==> src/rtl/alu_seq_pkg.sv <==
// Shared definitions for alu_seq: op codes, FSM state encoding, op-code width.
// Latency: n/a (definitions only).
// Backpressure: n/a.
package alu_seq_pkg;

    localparam int OP_W = 4;

    localparam logic [OP_W-1:0] OP_AND = 4'b0000;
    localparam logic [OP_W-1:0] OP_OR  = 4'b0001;
    localparam logic [OP_W-1:0] OP_ADD = 4'b0010;
    localparam logic [OP_W-1:0] OP_SLT = 4'b0011;
    localparam logic [OP_W-1:0] OP_NOR = 4'b0100;
    localparam logic [OP_W-1:0] OP_XOR = 4'b0101;
    localparam logic [OP_W-1:0] OP_SUB = 4'b0110;
    localparam logic [OP_W-1:0] OP_MUL = 4'b0111;
    localparam logic [OP_W-1:0] OP_DIV = 4'b1000;

    // ST_DONE keeps the legacy encoding slot; FIX hands straight back to IDLE.
    typedef enum logic [2:0] {
        ST_IDLE = 3'd0,
        ST_MUL  = 3'd1,
        ST_DIV  = 3'd2,
        ST_FIX  = 3'd3,
        ST_DONE = 3'd4
    } state_t;

endpackage

==> src/rtl/alu_seq_muldiv.sv <==
// Shared iterative unsigned multiplier / restoring divider on one adder.
// Latency: WIDTH cycles after start; done is high during the final step.
// Backpressure: none; once started it runs to completion (or reset).
//
// Ports: start/is_div/mag_a/mag_b load a new job; done flags the last step;
//        acc_hi/acc_lo hold {product} or {remainder, quotient} afterwards.
module alu_seq_muldiv #(
    parameter int WIDTH = 32,
    parameter int CNT_W = $clog2(WIDTH) + 1
) (
    input  logic             clk,
    input  logic             rst_n,
    input  logic             start,
    input  logic             is_div,
    input  logic [WIDTH-1:0] mag_a,
    input  logic [WIDTH-1:0] mag_b,
    output logic             done,
    output logic [WIDTH-1:0] acc_hi,
    output logic [WIDTH-1:0] acc_lo
);

    logic [CNT_W-1:0] cnt_q;
    logic             busy_q;
    logic             div_q;
    logic [WIDTH-1:0] hi_q;
    logic [WIDTH-1:0] lo_q;
    logic [WIDTH-1:0] opb_q;

    logic [WIDTH:0]   rem_sh;
    logic [WIDTH:0]   alu_w;

    // One W+1 bit adder serves both algorithms: add multiplicand for MUL,
    // trial-subtract divisor from the shifted partial remainder for DIV.
    always_comb begin
        rem_sh = {hi_q, lo_q[WIDTH-1]};
        if (div_q) begin
            alu_w = rem_sh - {1'b0, opb_q};
        end else begin
            alu_w = {1'b0, hi_q} + {1'b0, opb_q};
        end
    end

    assign done   = busy_q && (cnt_q == CNT_W'(1));
    assign acc_hi = hi_q;
    assign acc_lo = lo_q;

    always_ff @(posedge clk or negedge rst_n) begin
        if (!rst_n) begin
            cnt_q  <= '0;
            busy_q <= 1'b0;
            div_q  <= 1'b0;
            hi_q   <= '0;
            lo_q   <= '0;
            opb_q  <= '0;
        end else if (start) begin
            cnt_q  <= CNT_W'(WIDTH);
            busy_q <= 1'b1;
            div_q  <= is_div;
            hi_q   <= '0;
            lo_q   <= mag_a;
            opb_q  <= mag_b;
        end else if (busy_q) begin
            cnt_q <= cnt_q - CNT_W'(1);
            if (done) begin
                busy_q <= 1'b0;
            end
            if (div_q) begin
                // Top bit of the trial result set means it went negative:
                // keep (restore) the shifted remainder and shift in a 0.
                if (!alu_w[WIDTH]) begin
                    hi_q <= alu_w[WIDTH-1:0];
                    lo_q <= {lo_q[WIDTH-2:0], 1'b1};
                end else begin
                    hi_q <= rem_sh[WIDTH-1:0];
                    lo_q <= {lo_q[WIDTH-2:0], 1'b0};
                end
            end else if (lo_q[0]) begin
                hi_q <= alu_w[WIDTH:1];
                lo_q <= {alu_w[0], lo_q[WIDTH-1:1]};
            end else begin
                hi_q <= {1'b0, hi_q[WIDTH-1:1]};
                lo_q <= {hi_q[0], lo_q[WIDTH-1:1]};
            end
        end
    end

endmodule

==> src/rtl/alu_seq.sv <==
// Registered ALU with valid/ready handshake; iterative MUL/DIV/REM.
// Latency: 1 cycle for logic/add/sub/slt/special DIV/illegal; WIDTH+2 for MUL/DIV.
// Backpressure: outputs hold while out_valid && !out_ready; in_ready low until drained.
//
// Ports: in_valid/in_ready + a, b, op, unsig form the request; out_valid/out_ready
//        + result, result_hi, compout, overflow, div_by_zero, illegal_op the response.
module alu_seq
    import alu_seq_pkg::*;
#(
    parameter int WIDTH = 32,
    parameter int CNT_W = $clog2(WIDTH) + 1
) (
    input  logic             clk,
    input  logic             rst_n,
    input  logic             in_valid,
    output logic             in_ready,
    input  logic [WIDTH-1:0] a,
    input  logic [WIDTH-1:0] b,
    input  logic [OP_W-1:0]  op,
    input  logic             unsig,
    output logic             out_valid,
    input  logic             out_ready,
    output logic [WIDTH-1:0] result,
    output logic [WIDTH-1:0] result_hi,
    output logic             compout,
    output logic             overflow,
    output logic             div_by_zero,
    output logic             illegal_op
);

    localparam logic [WIDTH-1:0] SMIN = {1'b1, {(WIDTH-1){1'b0}}};

    state_t           state_q;
    logic             accept;
    logic             multi;

    logic             sign_a;
    logic             sign_b;
    logic             lt;
    logic [WIDTH:0]   add_w;
    logic [WIDTH:0]   sub_w;
    logic             b_zero;
    logic             div_ovf;
    logic [WIDTH-1:0] mag_a;
    logic [WIDTH-1:0] mag_b;

    logic [WIDTH-1:0] sc_res;
    logic [WIDTH-1:0] sc_hi;
    logic             sc_ovf;
    logic             sc_dbz;
    logic             sc_ill;

    // Context of the in-flight MUL/DIV, captured at accept.
    logic             p_div_q;
    logic             p_unsig_q;
    logic             p_cmp_q;
    logic             neg_q;
    logic             rneg_q;

    logic             md_done;
    logic [WIDTH-1:0] md_hi;
    logic [WIDTH-1:0] md_lo;

    logic [2*WIDTH-1:0] prod_s;
    logic [WIDTH-1:0]   fx_res;
    logic [WIDTH-1:0]   fx_hi;
    logic               fx_ovf;

    logic             out_valid_q;
    logic [WIDTH-1:0] result_q;
    logic [WIDTH-1:0] result_hi_q;
    logic             compout_q;
    logic             overflow_q;
    logic             dbz_q;
    logic             ill_q;

    assign in_ready = (state_q == ST_IDLE) && (!out_valid_q || out_ready);
    assign accept   = in_valid && in_ready;

    assign sign_a  = a[WIDTH-1];
    assign sign_b  = b[WIDTH-1];
    assign add_w   = {1'b0, a} + {1'b0, b};
    assign sub_w   = {1'b0, a} - {1'b0, b};
    assign lt      = unsig ? (a < b) : ($signed(a) < $signed(b));
    assign b_zero  = (b == '0);
    assign div_ovf = !unsig && (a == SMIN) && (b == '1);
    // Signed MIN maps to 2^(WIDTH-1), which still fits as an unsigned magnitude.
    assign mag_a   = (!unsig && sign_a) ? -a : a;
    assign mag_b   = (!unsig && sign_b) ? -b : b;

    assign multi = (op == OP_MUL) || ((op == OP_DIV) && !b_zero && !div_ovf);

    always_comb begin
        sc_res = '0;
        sc_hi  = '0;
        sc_ovf = 1'b0;
        sc_dbz = 1'b0;
        sc_ill = 1'b0;
        case (op)
            OP_AND: sc_res = a & b;
            OP_OR:  sc_res = a | b;
            OP_ADD: begin
                sc_res = add_w[WIDTH-1:0];
                sc_ovf = unsig ? add_w[WIDTH]
                               : ((sign_a == sign_b) && (add_w[WIDTH-1] != sign_a));
            end
            OP_SLT: sc_res = {{(WIDTH-1){1'b0}}, lt};
            OP_NOR: sc_res = ~(a | b);
            OP_XOR: sc_res = a ^ b;
            OP_SUB: begin
                sc_res = sub_w[WIDTH-1:0];
                // sub_w[WIDTH] is the borrow, i.e. unsigned a < b.
                sc_ovf = unsig ? sub_w[WIDTH]
                               : ((sign_a != sign_b) && (sub_w[WIDTH-1] != sign_a));
            end
            OP_MUL: begin
                // Handled by the iterator; nothing loads from here.
            end
            OP_DIV: begin
                if (b_zero) begin
                    sc_res = '1;
                    sc_hi  = a;
                    sc_dbz = 1'b1;
                end else if (div_ovf) begin
                    sc_res = SMIN;
                    sc_ovf = 1'b1;
                end
            end
            default: sc_ill = 1'b1;
        endcase
    end

    alu_seq_muldiv #(
        .WIDTH (WIDTH),
        .CNT_W (CNT_W)
    ) u_muldiv (
        .clk    (clk),
        .rst_n  (rst_n),
        .start  (accept && multi),
        .is_div (op == OP_DIV),
        .mag_a  (mag_a),
        .mag_b  (mag_b),
        .done   (md_done),
        .acc_hi (md_hi),
        .acc_lo (md_lo)
    );

    // Sign correction of the magnitude result. MUL negates the full 2W product;
    // DIV negates quotient and remainder independently (remainder follows a).
    always_comb begin
        prod_s = neg_q ? -{md_hi, md_lo} : {md_hi, md_lo};
        fx_res = '0;
        fx_hi  = '0;
        fx_ovf = 1'b0;
        if (p_div_q) begin
            fx_res = neg_q  ? -md_lo : md_lo;
            fx_hi  = rneg_q ? -md_hi : md_hi;
        end else begin
            fx_res = prod_s[WIDTH-1:0];
            fx_hi  = prod_s[2*WIDTH-1:WIDTH];
            fx_ovf = p_unsig_q ? (fx_hi != '0)
                               : (fx_hi != {WIDTH{prod_s[WIDTH-1]}});
        end
    end

    always_ff @(posedge clk or negedge rst_n) begin
        if (!rst_n) begin
            state_q     <= ST_IDLE;
            p_div_q     <= 1'b0;
            p_unsig_q   <= 1'b0;
            p_cmp_q     <= 1'b0;
            neg_q       <= 1'b0;
            rneg_q      <= 1'b0;
            out_valid_q <= 1'b0;
            result_q    <= '0;
            result_hi_q <= '0;
            compout_q   <= 1'b0;
            overflow_q  <= 1'b0;
            dbz_q       <= 1'b0;
            ill_q       <= 1'b0;
        end else begin
            case (state_q)
                ST_IDLE: begin
                    if (accept && multi) begin
                        state_q <= (op == OP_MUL) ? ST_MUL : ST_DIV;
                    end
                end
                ST_MUL, ST_DIV: begin
                    if (md_done) begin
                        state_q <= ST_FIX;
                    end
                end
                ST_FIX:  state_q <= ST_IDLE;
                default: state_q <= ST_IDLE;
            endcase

            if (accept && multi) begin
                p_div_q   <= (op == OP_DIV);
                p_unsig_q <= unsig;
                p_cmp_q   <= lt;
                neg_q     <= !unsig && (sign_a ^ sign_b);
                rneg_q    <= !unsig && sign_a;
            end

            if (accept && !multi) begin
                out_valid_q <= 1'b1;
                result_q    <= sc_res;
                result_hi_q <= sc_hi;
                compout_q   <= lt;
                overflow_q  <= sc_ovf;
                dbz_q       <= sc_dbz;
                ill_q       <= sc_ill;
            end else if (state_q == ST_FIX) begin
                out_valid_q <= 1'b1;
                result_q    <= fx_res;
                result_hi_q <= fx_hi;
                compout_q   <= p_cmp_q;
                overflow_q  <= fx_ovf;
                dbz_q       <= 1'b0;
                ill_q       <= 1'b0;
            end else if (out_ready) begin
                // Drained with nothing new: drop valid, flags keep last values.
                out_valid_q <= 1'b0;
            end
        end
    end

    assign out_valid   = out_valid_q;
    assign result      = result_q;
    assign result_hi   = result_hi_q;
    assign compout     = compout_q;
    assign overflow    = overflow_q;
    assign div_by_zero = dbz_q;
    assign illegal_op  = ill_q;

endmodule

==> config.mk <==
export PLATFORM = sky130hd
export DESIGN_NAME = alu_seq
export DESIGN_NICKNAME = d
export VERILOG_FILES = /design/src/rtl/alu_seq_pkg.sv /design/src/rtl/alu_seq_muldiv.sv /design/src/rtl/alu_seq.sv
export SDC_FILE = /design/constraint.sdc
export NUM_CORES = 1
export LEC_CHECK = 0
export CAP_MARGIN = 30
export CORE_MARGIN = 5
export CORE_UTILIZATION = 60
export DETAILED_ROUTE_END_ITERATION = 6
export PLACE_DENSITY = 0.81
export SLEW_MARGIN = 20
export SYNTH_ARGS = -nofsm -noshare
export SYNTH_HDL_FRONTEND = slang
export SYNTH_SLANG_ARGS = --single-unit
==> constraint.sdc <==
create_clock -name clk -period 4.6 [get_ports clk]
set_clock_uncertainty 0.2 [all_clocks]
set_input_delay 0.92 -clock clk [delete_from_list [all_inputs] [get_ports clk]]
set_output_delay 0.92 -clock clk [all_outputs]
set_load 0.01 [all_outputs]
# After elaboration in Yosys (flattened, before gate mapping)
# Cells that the tools add are included.
[totals]
regBits = 180
out_inout_bits = 70
[op_classes]
addsub = 10
n_reduce_logical = 31
eq_ne = 21
bitwise = 5
muxes = 57
magnitude_cmp = 2
[op_table]
columns = ["operator", "n"]
rows = [
  ["$mux 32", 23],
  ["$pmux 32 s8", 1],
  ["$neg 32->32", 4],
  ["$add 32x32->33", 2],
  ["$eq 32x32->1 const B", 2],
  ["$lt 32x32->1", 2],
  ["$mux 64", 1],
  ["$neg 64->64", 1],
  ["$mux 33", 1],
  ["$sub 32x32->33", 1],
  ["$sub 33x32->33", 1],
  ["$and 32x32->32", 1],
  ["$logic_not 32->1", 1],
  ["$ne 32x32->1", 1],
  ["$not 32->32", 1],
  ["$or 32x32->32", 1],
  ["$reduce_bool 32->1", 1],
  ["$xor 32x32->32", 1],
  ["$mux 1", 24],
  ["$eq 4x3->1 const B", 4],
  ["$logic_and 1x1->1", 14],
  ["$mux 6", 2],
  ["$reduce_or 9->1", 1],
  ["$eq 4x2->1 const B", 2],
  ["23 further kinds", 33],
]

# Logic depth before layout (Yosys ltp)
[logic_depth]
ltp_word = 9
mapped_depth = 16

# Hierarchy
# From an unflattened synthesis, not the netlist that was laid out.
[hier_totals]
cells_unflattened = 2929
hier_area_um2 = 21792.2
[by_module_without_submodules]
columns = ["mod", "area_each_um2", "n_inst", "cells_each", "seq_area_each_um2"]
rows = [
  ["alu_seq", 12872.3, 1, 1789, 1901.8],
  ["alu_seq_muldiv", 8919.8, 1, 1140, 2602.5],
]

# Least setup slack after synthesis
# No wires, ideal clock.
[synth_path]
path_kind = "input to register"
startpoint = "input a[1]"
endpoint = "register result_q[30], in the netlist result[30]"
t_arrival_ps = 3895
slack_ps = 371
setup_ps = 134
cell_stages = 14
cell_sequence = "inv_1 > ha_1 > or3b_2 > nor3_1 > nand2_1 > nor4_1 > nor3_1 > or2_1 > clkbuf_1 > nor2_4 > buf_2 > a21oi_1 > a2111oi_0 > a21oi_1"
[synth_between]
elab_chain_len = 9
[synth_rtl]
columns = ["element", "line", "text"]
rows = [
  ["start: declaration", "alu_seq.sv:17", "input logic [WIDTH-1:0] a,"],
  ["branches (longest 9 deep; another with $sub 32x32->33)", "--", ""],
  ["end signal: assignment", "alu_seq.sv:207", "result_q <= sc_res;"],
  ["end signal: assignment", "alu_seq.sv:215", "result_q <= fx_res;"],
  ["end: declaration", "alu_seq.sv:70", "logic [WIDTH-1:0] result_q;"],
]
# Parallel ways; which one is timed is not known.
# A chain may end at the register's enable or synchronous reset.

# Worst setup path in the final report
[layout_path]
startpoint = "input b[19]"
endpoint = "register result_q[6], in the netlist result[6]"
[layout_between]
elab_chain_len = 8
[layout_rtl]
columns = ["element", "line", "text"]
rows = [
  ["start: declaration", "alu_seq.sv:18", "input logic [WIDTH-1:0] b,"],
  ["$eq 32x32->1 or $logic_not 32->1 (tied branches)", "alu_seq.sv:86, alu_seq.sv:85", ""],
  ["$logic_and 1x1->1 or $logic_not 1->1 (tied branches)", "alu_seq.sv:86, alu_seq.sv:91", ""],
  ["$logic_not 1->1 or $logic_and 1x1->1 (tied branches)", "alu_seq.sv:91", "assign multi = (op == OP_MUL) || ((op == OP_DIV) && !b_zero && !div_ovf);"],
  ["$logic_and 1x1->1", "alu_seq.sv:91", ""],
  ["$logic_or 1x1->1", "alu_seq.sv:91", ""],
  ["$logic_not 1->1", "alu_seq.sv:205", "if (accept && !multi) begin"],
  ["$logic_and 1x1->1", "alu_seq.sv:205", ""],
  ["$mux 32 or $reduce_bool 2->1 (tied branches)", "--", ""],
]
# Parallel ways exist; a longest one is shown, timed or not.

==> results.toml <==
[cts]
path_clk_slew_ns = 0.08
clockBufferDepth = 2
h-tree-depth = 4
cts_buffers = 17
postCtsSetupRepairBufs = 0
worstSkewPairLatency_ns = 0.49
cts_root_buf = "clkbuf_16"
tritoncts = "yes"
cts.sinks = 179
hold_buffers = 0

[placement]
gp_congestion = 1.04
portBuffers = 142
dp_hpwl_mm = 71.0

[layout]
antenna_cells = 0
final_common_cell = "buf_4"
drive_gt1_share_pct = 14.6
num-nets-final = 3458
fillers = 2702
final_core_utilization_pct = 74.2
register_area_um2 = 4490
multi_input_area_um2 = 15800
area_growth_pct = 22.5
final_cell_mix = "358 x buf_4, 248 x nand2_1, 246 x o21ai_0"

[worst_setup_path]
crit_arrival_ns = 4.90
crit_fanout = 18
worst-endpoint-required_ns = 4.81
cp-start-kind = "input pin"
crit_type = "in -> reg"
worstSetupEndpointType = "flop"

[power_and_ir_drop]
p_sw_share_pct = 52.8
internal_power_uw = 9110
power_leakage_uw = 0.0114
p_switching_uw = 10200
p_comb_share_pct = 73.4
p_total_uw = 19300
p_per_area_nw_per_um2 = 731
p_clk_share_pct = 8.2
max-vdd-ir-drop_v = 0.000769
seqPwrFrac_pct = 18.4

[status]
outcome = "finished with violations"
violations = "design-rule violations, negative setup slack"

[floorplanning]
die_area_um2 = 39800
die_h_um = 200
core_area_um2 = 35600
initial_utilization_pct = 60.6
ioPinCount = 143
die_width_um = 200
num_rows = 69

[timing]
setup_violations = 7
worst_slew_pin_slew_ns = 0.937
slew_viol_final = 0
hold_slack_ns = 0.302
min_period_ns = 4.68
fmax_mhz = 213
setup_slack_ns = -0.0845
hold_violations = 0
fin_crit_sh_pct = 102
max-slew-margin-rel_pct = 37.5

[grt]
grt_max_degree = 75
grt_pass1_wl_mm = 142
antenna_found_initial = 1
overflow = 0
grt_pass1_vias = 24651
grt_util_all_layers_pct = 45.4

[synth]
synth_cells = 2879
yosys-top-cells-area = "dfrtp_1 21%, ha_1 10%, o21ai_0 5.7%, a21oi_1 5.5%, xnor2_1 5.3%"
async_flop_share_pct = 100
yosysTopAreaCell = "dfrtp_1"
ys_ff_latch = 179
ys_warn_count = 0
synth_edf_count = 0
mappedNetlistNets = 3133
synth_top_area_share_pct = 20.8
syn_avg_cell_area_um2 = 7.49
ys.flop_type = "dfrtp_1"
synth_cell_types = 86
synth-seq-area-share_pct = 20.8
netlist_area_um2 = 21600

[detailed_routing]
drtIter0Drc = 4276
wl_per_cell_um = 25.4
drtPass1Iterations = 7
drc = 5
totalWireLength_mm = 93.4
viasPerCell = 7.01
vias = 25780
ant_nets = 0

[hold_path]
hold_class = "in -> async"

[flow_run]
maxCapViolations = 0
==> critical path, cell delays in order <==
cell and delay, ns:
clkdlybuf4s50_1 0.53, or4_1 0.68, nor3_2 0.44, nand4_1 0.38, nor4_2 0.39, nor3_1 0.13, or2_1 0.32, nor2_4 0.19
o21ai_1 0.14, buf_12 0.19, buf_4 0.14, a31oi_1 0.26, o22a_1 0.17
==> final timing paths <==
kind                                       to  depth (start not counted)                 from  slack (ns)
setup / recovery                    result[6]                         13                b[19]       -0.08
hold / removal                     result[27]                          1                rst_n        0.30
setup reg to reg           u_muldiv.acc_hi[7]                         17  u_muldiv.acc_lo[31]        0.13
hold reg to reg                       p_cmp_q                          2              p_cmp_q        0.32
max in group asynchronous  u_muldiv.acc_hi[1]                          2                rst_n        3.07
min in group clk                      p_cmp_q                          2              p_cmp_q        0.32
==> kinds of logic (layout without fill, tap and decap cells) <==
| logic type | Yosys count | in the layout | synth area share, % |
|---|---|---|---|
| and+or+nand+nor | 828 | 828 | 18.9 |
| adders and majority gates | 181 | 181 | 10.6 |
| DFF | 179 | 179 | 20.8 |
| AOI/OAI and AO/OA | 1031 | 1031 | 31.1 |
| xor gates and xnor gates | 219 | 219 | 8.89 |
| muxes | 68 | 68 | 3.17 |
| buffers and inverters | 373 | 711 | 6.59 |
==> cells in the mapped netlist (65+ instances only) <==
| cell | n |
|---|---|
| xnor2_1 | 131 |
| inv_1 | 162 |
| mux2i_1 | 65 |
| xor2_1 | 88 |
| dfrtp_1 | 179 |
| nor2_1 | 192 |
| ha_1 | 177 |
| clkbuf_1 | 176 |
| nand3_1 | 79 |
| a21oi_1 | 238 |
| o21ai_0 | 246 |
| nand2_1 | 249 |
==> repair_timing <==
action | in CTS | in global routing
gates resized for setup | 1 | 20
setup endpoints to repair | 6 | 171
gates cloned | 0 | 0
==> area by class of cell <==
type | count | area share, %
inverter | 165 | 2.35
multi-input combinational | 2327 | 59.7
sequential | 179 | 17.0
clock inverter | 15 | 0.606
timing repair buffer | 514 | 16.5
tap | 461 | 2.18
clock buffer | 17 | 1.61
==> power groups by stage <==
stage                     registers, µW  logic (µW)  clock network, µW
after floorplan                    2980        9210                  0
after global placement             3450       13000                  0
after detailed placement           3480       13400                  0
after CTS                          3470       13600               1550
after global routing               3610       15100               1620
final                              3550       14200               1580
==> stage by stage <==
| stage | setup slack (ns) | cells | instance area, µm² | setup TNS [ns] |
|---|---|---|---|---|
| floorplan | 0.371 | 2879 | 21600 | 0 |
| global placement | -0.362 | 3646 | 25700 | -33.15 |
| detailed placement | -0.391 | 3646 | 25700 | -38.90 |
| CTS | 0.00324 | 3678 | 26300 | 0 |
| global route | -0.0158 | 3678 | 26400 | -0.0345 |
| finish | -0.0845 | 3678 | 26400 | -0.205 |
==> metal layers <==
| metal | vias up | wire length [µm] | track usage [%] |
|---|---|---|---|
| li1 | 11203 | - | - |
| met1 | 12006 | 35200 | 59.7 |
| met2 | 2102 | 40000 | 69.1 |
| met3 | 467 | 12200 | 11.5 |
| met4 | 2 | 6100 | 23.0 |
| met5 | - | 13 | 0 |
==> state kept, by name (all words and copies together) (netlist names), 2 cells and up <==
name / flops
u_muldiv.cnt_q: 6
result: 32
u_muldiv.acc_lo: 32
result_hi: 32
state_q: 2
u_muldiv.acc_hi: 32
u_muldiv.opb_q: 32
Power figures use the tool's default switching activity.
